<file path="src/rtl/mult_job_arbiter.sv">
// Round-robin arbiter that shares one shift-add multiplier between N_REQ requesters,
// sequencing load/run, waiting for done under a timeout and returning the product.
//
// state | meaning
// IDLE  | scan requesters from ptr, accept the first valid job
// LOAD  | pulse Mult_Ld with the latched operands on Mult_B/Mult_X
// START | pulse Mult_Run, clear the wait timer
// WAIT  | wait for Mult_Done or timeout
// RESP  | present the result to the granted requester until it accepts
module mult_job_arbiter #(
  parameter int W       = 8,
  parameter int N_REQ   = 2,
  parameter int TIMEOUT = 32
) (
  input  logic               Clk,
  input  logic               Reset_n,
  input  logic [N_REQ-1:0]   Req_Valid,
  input  logic [N_REQ*W-1:0] Req_A,
  input  logic [N_REQ*W-1:0] Req_X,
  output logic [N_REQ-1:0]   Req_Ready,
  output logic [N_REQ-1:0]   Resp_Valid,
  input  logic [N_REQ-1:0]   Resp_Ready,
  output logic [2*W-1:0]     Resp_Data,
  output logic               Resp_Err,
  output logic               Mult_Ld,
  output logic               Mult_Run,
  output logic [W-1:0]       Mult_B,
  output logic [W-1:0]       Mult_X,
  input  logic [2*W-1:0]     Mult_Result,
  input  logic               Mult_Done,
  output logic               Busy
);

  localparam int PW = (N_REQ > 1) ? $clog2(N_REQ) : 1;
  localparam int TW = $clog2(TIMEOUT);

  localparam logic [2:0] S_IDLE  = 3'd0;
  localparam logic [2:0] S_LOAD  = 3'd1;
  localparam logic [2:0] S_START = 3'd2;
  localparam logic [2:0] S_WAIT  = 3'd3;
  localparam logic [2:0] S_RESP  = 3'd4;

  logic [2:0]     state;
  logic [PW-1:0]  ptr;
  logic [PW-1:0]  grant_idx;
  logic [W-1:0]   mult_b;
  logic [W-1:0]   mult_x;
  logic [TW-1:0]  timer;
  logic [2*W-1:0] resp_data;
  logic           resp_err;

  logic           win_found;
  logic [PW-1:0]  win_idx;
  logic [PW:0]    cand;
  logic [PW-1:0]  ptr_next;

  // Rotating scan: candidate k is (ptr + k) mod N_REQ, first valid one wins.
  always_comb begin
    win_found = 1'b0;
    win_idx   = '0;
    cand      = '0;
    for (int k = 0; k < N_REQ; k++) begin
      cand = {1'b0, ptr} + (PW+1)'(k);
      if (cand >= (PW+1)'(N_REQ)) cand = cand - (PW+1)'(N_REQ);
      if (!win_found && Req_Valid[cand[PW-1:0]]) begin
        win_found = 1'b1;
        win_idx   = cand[PW-1:0];
      end
    end
  end

  assign ptr_next = (grant_idx == PW'(N_REQ-1)) ? '0 : grant_idx + PW'(1);

  always_ff @(posedge Clk or negedge Reset_n) begin
    if (!Reset_n) begin
      state     <= S_IDLE;
      ptr       <= '0;
      grant_idx <= '0;
      mult_b    <= '0;
      mult_x    <= '0;
      timer     <= '0;
      resp_data <= '0;
      resp_err  <= 1'b0;
    end else begin
      case (state)
        S_IDLE: begin
          if (win_found) begin
            mult_b    <= Req_A[win_idx*W +: W];
            mult_x    <= Req_X[win_idx*W +: W];
            grant_idx <= win_idx;
            state     <= S_LOAD;
          end
        end
        S_LOAD: state <= S_START;
        S_START: begin
          timer <= '0;
          state <= S_WAIT;
        end
        S_WAIT: begin
          timer <= timer + TW'(1);
          // Done takes priority over a coincident timeout.
          if (Mult_Done) begin
            resp_data <= Mult_Result;
            resp_err  <= 1'b0;
            state     <= S_RESP;
          end else if (timer == TW'(TIMEOUT-1)) begin
            resp_data <= '0;
            resp_err  <= 1'b1;
            state     <= S_RESP;
          end
        end
        S_RESP: begin
          if (Resp_Ready[grant_idx]) begin
            ptr   <= ptr_next;
            state <= S_IDLE;
          end
        end
        default: state <= S_IDLE;
      endcase
    end
  end

  // Gated by reset so no grant is advertised while the block is held in reset.
  assign Req_Ready  = (Reset_n && state == S_IDLE && win_found) ? (N_REQ'(1) << win_idx) : '0;
  assign Resp_Valid = (state == S_RESP) ? (N_REQ'(1) << grant_idx) : '0;
  assign Resp_Data  = resp_data;
  assign Resp_Err   = resp_err;
  assign Mult_Ld    = (state == S_LOAD);
  assign Mult_Run   = (state == S_START);
  assign Mult_B     = mult_b;
  assign Mult_X     = mult_x;
  assign Busy       = (state != S_IDLE);

endmodule

</file>
<file path="config.mk">
export PLATFORM = sky130hd
export DESIGN_NAME = mult_job_arbiter
export DESIGN_NICKNAME = d
export VERILOG_FILES = /design/src/rtl/mult_job_arbiter.sv
export SDC_FILE = /design/constraint.sdc
export NUM_CORES = 1
export LEC_CHECK = 0
export CAP_MARGIN = 20
export CORE_MARGIN = 5
export CORE_UTILIZATION = 40
export CTS_CLUSTER_SIZE = 20
export DETAILED_ROUTE_END_ITERATION = 10
export PLACE_DENSITY = 0.78
export SLEW_MARGIN = 30
export SYNTH_ARGS = -nofsm -noshare
export SYNTH_HDL_FRONTEND = slang
export SYNTH_SLANG_ARGS = --single-unit
</file>
<file path="constraint.sdc">
create_clock -name Clk -period 4.7 [get_ports Clk]
set_clock_uncertainty 0.05 [all_clocks]
set_input_delay 0.47 -clock Clk [delete_from_list [all_inputs] [get_ports Clk]]
set_output_delay 0.47 -clock Clk [all_outputs]
set_load 0.02 [all_outputs]
</file>
* After elaboration in Yosys (flattened, before gate mapping)
Cells that the tools add are included.
** Word-level totals
- Input bits :: 55
- Word-level logic and storage cells :: 67
- Register bits after elaboration :: 43
- Output and inout bits :: 40
** Operators by class
- Reduce and logical (&&, ||, !) cells :: 12
- Equal/unequal tests :: 8
- Shift-type cells :: 4
- Multiplexer cells :: 25
- Order comparisons :: 5
- $add $sub $neg :: 5
** Operator list (count)
- 16-bit 2-to-1 mux :: 2
- 16-bit by 5-bit indexed part select with 8-bit output :: 2
- 1-bit 2-to-1 mux :: 15
- 3-bit one-hot mux with 5 select lines :: 1
- 3-bit 2-to-1 mux :: 4
- 5-bit one-hot mux with 2 select lines :: 1
- 3-bit by 2-bit == test with 1-bit output (second input constant) :: 2
- 1-bit by 2-bit < comparator with 1-bit output (second input constant) :: 3
- 2-bit AND reduction :: 3
- 5-bit by 1-bit adder with 5-bit output (second input constant) :: 1
- 5-bit == test (second input constant) :: 1
- 2-bit 2-to-1 mux :: 2
- 2-bit != test (second input constant) :: 2
- 2-bit nonzero test :: 2
- 1-bit by 1-bit << shifter with 2-bit output (first input constant) :: 2
- 3-bit by 1-bit == test with 1-bit output (second input constant) :: 1
- 3-bit == test (second input constant) :: 1
- 1-bit logical AND :: 3
- 3-bit zero test :: 1
- 3-bit != test (second input constant) :: 1
- 3-bit AND reduction :: 1
- 3-bit nonzero test :: 1
- 1-bit by 1-bit adder with 2-bit output (second input constant) :: 1
- 1-bit by 2-bit greater-or-equal comparator with 1-bit output (second input constant) :: 1
- other kinds (4) :: 5

* Logic depth before layout (Yosys ltp)
Gate-level depths: netlist of the first run.
- Depth after elaboration :: 10
- Depth in mapped cells :: 7
- Mapped depth without buffers :: 6

* Worst setup path before layout of the first run
OpenSTA, ideal clock, no wires.
- Kind :: register -> output
- Start point :: reg state[2]
- End point :: out Req_Ready[1]
- Path slack :: 2678 ps
- Data arrival time :: 1502 ps
- Path buffers :: 2
- Stages on the path, launching flop included :: 6
- Cell sequence :: dfrtp_1 -> buf_6 -> nor3_4 -> nand3_4 -> buf_6 -> nor2_1
** Between the ends
- Longest elaborated chain between the ends :: 4
** Ends and longest elaborated chain
- start: declaration :: RTL line 43 : logic [2:0] state;
- start signal: assignment :: RTL line 76 : state <= S_IDLE;
- start signal: assignment :: RTL line 91 : state <= S_LOAD;
- start signal: assignment :: RTL line 94 : S_LOAD: state <= S_START;
- 3-bit zero test :: RTL line 124 : assign Req_Ready = (Reset_n && state == S_IDLE && win_found) ? (N_REQ'(1) << win_idx) : '0;
- 1-bit logical AND (2 in series) :: RTL line 124
- 2-bit 2-to-1 mux :: RTL line 124
- end: declaration :: RTL line 20 : output logic [N_REQ-1:0] Req_Ready,
Every way passes these cells.

* Final worst setup path of the first run
- Start point :: reg state[0]
- End point :: out Req_Ready[0]
Same word-level chain as after synthesis.

==> results of run 1 <==
worst paths after layout:
check                      startpoint            to  cells past startpoint
min                           Reset_n      timer[4]                      1
max reg2reg                  timer[0]      state[2]                      6
max in group asynchronous     Reset_n     Mult_B[5]                      1
min in group Clk             timer[4]      timer[4]                      2
min reg2reg                  timer[4]      timer[4]                      2
max                          state[0]  Req_Ready[0]                      4
state kept, by name, summed over array words and instances (netlist names):
register   cells
Resp_Data     16
Mult_B         8
Mult_X         8
timer          5
state          3
Resp_Err       1
grant_idx      1
ptr            1
cell usage after synthesis, drive strengths merged:
master / instances / area, sq um
o31ai: 1 / 7.51
and3: 3 / 18.8
o221a: 16 / 180
nand2b: 2 / 12.5
mux2i: 1 / 10.0
o21ai: 3 / 15.0
dfrtp: 43 / 1080
nor3b: 1 / 7.51
inv: 3 / 11.3
or2: 1 / 6.26
and2b: 1 / 7.51
a21oi: 3 / 15.0
nor2: 8 / 30.0
nand2: 13 / 48.8
buf: 8 / 58.8
o21bai: 1 / 7.51
a21o: 16 / 120
mux2: 1 / 11.3
clkbuf: 4 / 15.0
nand3b: 2 / 15.0
a31oi: 1 / 6.26
ha: 2 / 25.0
or4b: 1 / 10.0
a22o: 17 / 149
nor3: 2 / 21.3
nand3: 7 / 60.1
power by group through the flow:
stage          logic, uW  clock network (uW)  registers, uW
3_5_place_dp         991                   0            679
4_1_cts              994                 263            674
5_1_grt             1060                 276            701
3_3_place_gp         976                   0            675
6_report             983                 260            672
2_1_floorplan        444                   0            799
final cells by class:
cell class | count | area [sq um]
clock buffer | 8 | 100
fill | 377 | 1730
inverter | 3 | 11.3
multi-input combinational | 103 | 785
sequential | 43 | 1080
tap | 67 | 83.8
timing repair buffer | 94 | 938
per-layer routing:
metal  wire length [um]  vias to the layer above  track usage
li1                   -                      783            -
met4                 54                        0       0.0557
met1               2320                      760        0.221
met3                429                        6       0.0429
met5                  0                        -            0
met2               2310                       62        0.247
metrics by stage:
stage               power (uW)  cells  utilization  area [sq um]
floorplan                 1240    161            -          1950
global placement          1650    310        0.612          2890
detailed placement        1670    310        0.612          2890
CTS                       1930    318        0.633          2990
global route              2030    318        0.634          2990
finish                    1920    318        0.634          2990
logic make-up after synthesis:
group	Yosys count	share of synthesized area
compound gates	58	0.257
fa+ha+maj	2	0.0129
buf+inv	15	0.0437
flops	43	0.553
mux	2	0.0109
simple gates	41	0.122
==> results.cfg, run 1 <==
[job]
maxCapViolations = 0

[global_route]
grt-ovfl-total = 0
track_usage = 0.161
antenna_found_initial = 0
grt_pass1_wl_um = 8020
grt_pass1_vias = 1686
grt_start_max_net_pins = 45

[cts]
clk_pin_slew_ns = 0.08
post_cts_resized = 0
clock-root-buffer = clkbuf_8
post_cts_buffers = 0
cts.sinks = 43
clock_latency_ns = 0.29
hold_buffers = 0
tritoncts = built
cts_max_path_buffers = 2
cts_buffers = 5
htreeDepth = 2

[final_layout]
layout_common_cells = 93 x clkdlybuf4s50_1, 43 x dfrtp_1, 17 x a22o_1
syn_to_final_growth_pct = 53.9
antenna_cells = 0
final_common_cell = clkdlybuf4s50_1
final_nets = 307
final_layout_size_suffix_gt1_frac = 0.0518

[timing]
worst_slack_ns = 1.47
max_slew_margin = 0.439
rsz0062_at_grt = no
layout_worst_path_cycle_share = 0.688
fmaxAchievable_ghz = 0.309
holdWs_ns = 0.0988
period_minus_slack_ns = 3.23
hold_viol_final = 0
setup_tns_ns = 0
finalSetupViolations = 0
maxSlewViolCount = 0
worst_pin_slew_ns = 0.839

[power_and_ir_drop]
p_leak_uw = 0.00128
switching_share = 0.379
p_int_uw = 1190
peakVddDrop_uv = 311
pwr-share-comb = 0.513
p_sw_uw = 725
seq_power_share = 0.351
power_density_nw_per_um2 = 640
power_frac_clock = 0.136

[run_status]
outcome = finished, final reports clean

[placement]
place_ws_ns = 1.78
hpwlAfterDp_um = 3740
finalWeightedCongestion = 0.764
port_buffers = 94

[logic_synthesis]
synth.yosys.seq_area_share = 0.553
yosys_warnings = 0
syn_inst = 161
synth-seq-cells = 43
syn-num-nets = 218
synth_area_sq_um = 1950
syn_area_per_cell_sq_um = 12.1
synthDistinctLibCells = 30

[setup_path]
critPathKind = flop to primary output
r2r_setup_slack_ns = 2.48
critical_path.slowest_cell = nor3_4
critPathMaxStageDelay_ns = 0.71
critPathRequiredTime_ns = 4.18
critPathArrivalTime_ns = 2.71
cp.buffers_inverters = 1
worst-path-max-fanout = 19
cp-end-kind = primary output
crit_chain = nor3_4 > nand3_4 > nor2_1 > clkdlybuf4s50_1
crit_family = simple AND/OR/NAND/NOR gates
start_kind = flop

[routing]
first_pass_iters = 4
viasPerCell = 5.07
post-route-drc-count = 0
num_vias = 1611
first_iter_violations = 83
wl_per_cell_um = 16.1
drt-total-wl_um = 5110
ant_nets = 0

[floorplan]
core-area_sq_um = 4720
die_h_um = 79.7
rows = 25
die_area_sq_um = 6360
die_w_um = 79.7
boundaryPins = 95
initial_core_util = 0.412

[hold_path]
hp-class = input pin to asynchronous set/reset pin
(Power assumes the default switching activity.)
==> run 2: changes to the inputs <==
==> constraint.sdc (replaced) <==
create_clock -name Clk -period 3.35 [get_ports Clk]
set_clock_uncertainty 0.05 [all_clocks]
set_input_delay 0.335 -clock Clk [delete_from_list [all_inputs] [get_ports Clk]]
set_output_delay 0.335 -clock Clk [all_outputs]
set_load 0.02 [all_outputs]
==> run 2 against run 1 <==
Wire length grew 2.0%. Via count grew 4.0%. Sequential share of layout area shrank 0.53 points. Clock power grew 82%. Clock-buffer cell count shrank 2. Final area grew 1.5%. Sequential power grew 41%. Worst setup slack lost 0.72 ns.
==> results.cfg, run 2 (synthesized netlist as in run 1, its figures left out) <==
[setup_path]
cp.buffers_inverters = 1
cp-end-kind = primary output
worst-path-max-fanout = 18
crit_chain = nor3_4 > nand3_4 > nor2_1 > clkdlybuf4s50_1
start_kind = flop
critPathArrivalTime_ns = 2.22
critPathMaxStageDelay_ns = 0.62
critical_path.slowest_cell = clkdlybuf4s50_1
crit_family = simple AND/OR/NAND/NOR gates
critPathRequiredTime_ns = 2.96
critPathKind = flop to primary output

[final_layout]
final_nets = 309
final_common_cell = clkdlybuf4s50_1
antenna_cells = 0
largest_reg_flops = 16
layout_common_cells = 93 x clkdlybuf4s50_1, 43 x dfrtp_1, 17 x a22o_1
fillCellCount = 398
final_layout_size_suffix_gt1_frac = 0.0593
syn_to_final_growth_pct = 56.2

[floorplan]
initial_core_util = 0.412
boundaryPins = 95
die_area_sq_um = 6360
rows = 25
core-area_sq_um = 4720
die_w_um = 79.7
die_h_um = 79.7

[cts]
hold_buffers = 0
post_cts_resized = 0
clk_pin_slew_ns = 0.08
cts.sinks = 43
cts_max_path_buffers = 2
htreeDepth = 2
clock_latency_ns = 0.30
cts_buffers = 5
post_cts_buffers = 0
tritoncts = built
clock-root-buffer = clkbuf_8

[timing]
period_minus_slack_ns = 2.61
fmaxAchievable_ghz = 0.383
hold_viol_final = 0
setup_tns_ns = 0
max_slew_margin = 0.497
worst_pin_slew_ns = 0.752
maxSlewViolCount = 0
finalSetupViolations = 0
rsz0062_at_grt = no
layout_worst_path_cycle_share = 0.779

[global_route]
grt_busiest_layer = met2
grt_pass1_wl_um = 8340
grt_start_max_net_pins = 44
antenna_found_initial = 0
track_usage = 0.169
grt_util_met2 = 0.267
grt_pass1_vias = 1696
grt_use_met1 = 0.214
groute.layer.met3.usage = 0.0587
grt-ovfl-total = 0

[hold_path]
hp-class = input pin to asynchronous set/reset pin

[power_and_ir_drop]
peakVddDrop_uv = 415
p_total_uw = 2820
power_density_nw_per_um2 = 926
p_leak_uw = 0.00130

[job]
maxCapViolations = 0

[routing]
post-route-drc-count = 0
drt-total-wl_um = 5210
wl_per_cell_um = 16.3
ant_nets = 0
first_pass_iters = 4
viasPerCell = 5.23
num_vias = 1675
first_iter_violations = 42

[placement]
finalWeightedCongestion = 0.745
hpwlAfterDp_um = 3790
port_buffers = 94

[run_status]
outcome = finished, final reports clean
[run 2: cell types whose count changed in the layout (fill, tap and decap cells not counted), sizes merged]
cell and delta:
bufinv +2, clkbuf -2, buf +2
[run 2: layout make-up]
class,instances,area (sq um),area share
inverter,3,11.3,0.00371
timing repair buffer,96,951,0.313
multi-input combinational,103,785,0.258
clock buffer,6,72.6,0.0239
clock inverter,2,60.1,0.0198
tap,67,83.8,0.0276
sequential,43,1080,0.354
[run 2: metal layers]
| layer | wire [um] | part of all wire | vias up |
|---|---|---|---|
| met1 | 2240 | 0.43 | 812 |
| li1 | - | - | 788 |
| met2 | 2430 | 0.47 | 67 |
| met4 | 76 | 0.015 | 0 |
| met5 | 0 | 0 | - |
| met3 | 466 | 0.089 | 8 |
[run 2: final timing paths]
kind / from / end / slack [ns] / cells after the start
worst max-delay path: state[0] / Req_Ready[1] / 0.74 / 4
worst min register to register: timer[4] / timer[4] / 0.44 / 2
min in group Clk: timer[4] / timer[4] / 0.44 / 2
max in group asynchronous: Reset_n / Mult_X[5] / 2.80 / 2
worst max register to register: timer[0] / state[2] / 1.18 / 6
worst min-delay path: Reset_n / timer[1] / 0.08 / 2
[run 2: power breakdown]
group | switching, uW | internal [uW] | leakage [uW]
Sequential | 191 | 757 | 0.000517
Combinational | 662 | 732 | 0.000718
Clock | 175 | 298 | 0.0000654
Total | 1030 | 1790 | 0.00130
[run 2: worst reg2reg max path, delay by kind of cell (launching register included)]
family	cells	cell delay (ns)
flops	1	0.41
fa+ha+maj	2	0.41
simple gates	3	0.94
compound gates	1	0.20
[run 2: through the flow]
step	hold slack (ns)	util	cells	worst slack, ns	instance area, sq um
3_3_place_gp	0.407	0.615	312	1.02	2910
2_1_floorplan	-0.0106	-	161	1.46	1950
3_5_place_dp	0.416	0.615	312	0.996	2910
6_report	0.0754	0.643	320	0.741	3040
4_1_cts	0.0835	0.643	320	0.727	3040
5_1_grt	0.128	0.643	320	0.562	3040
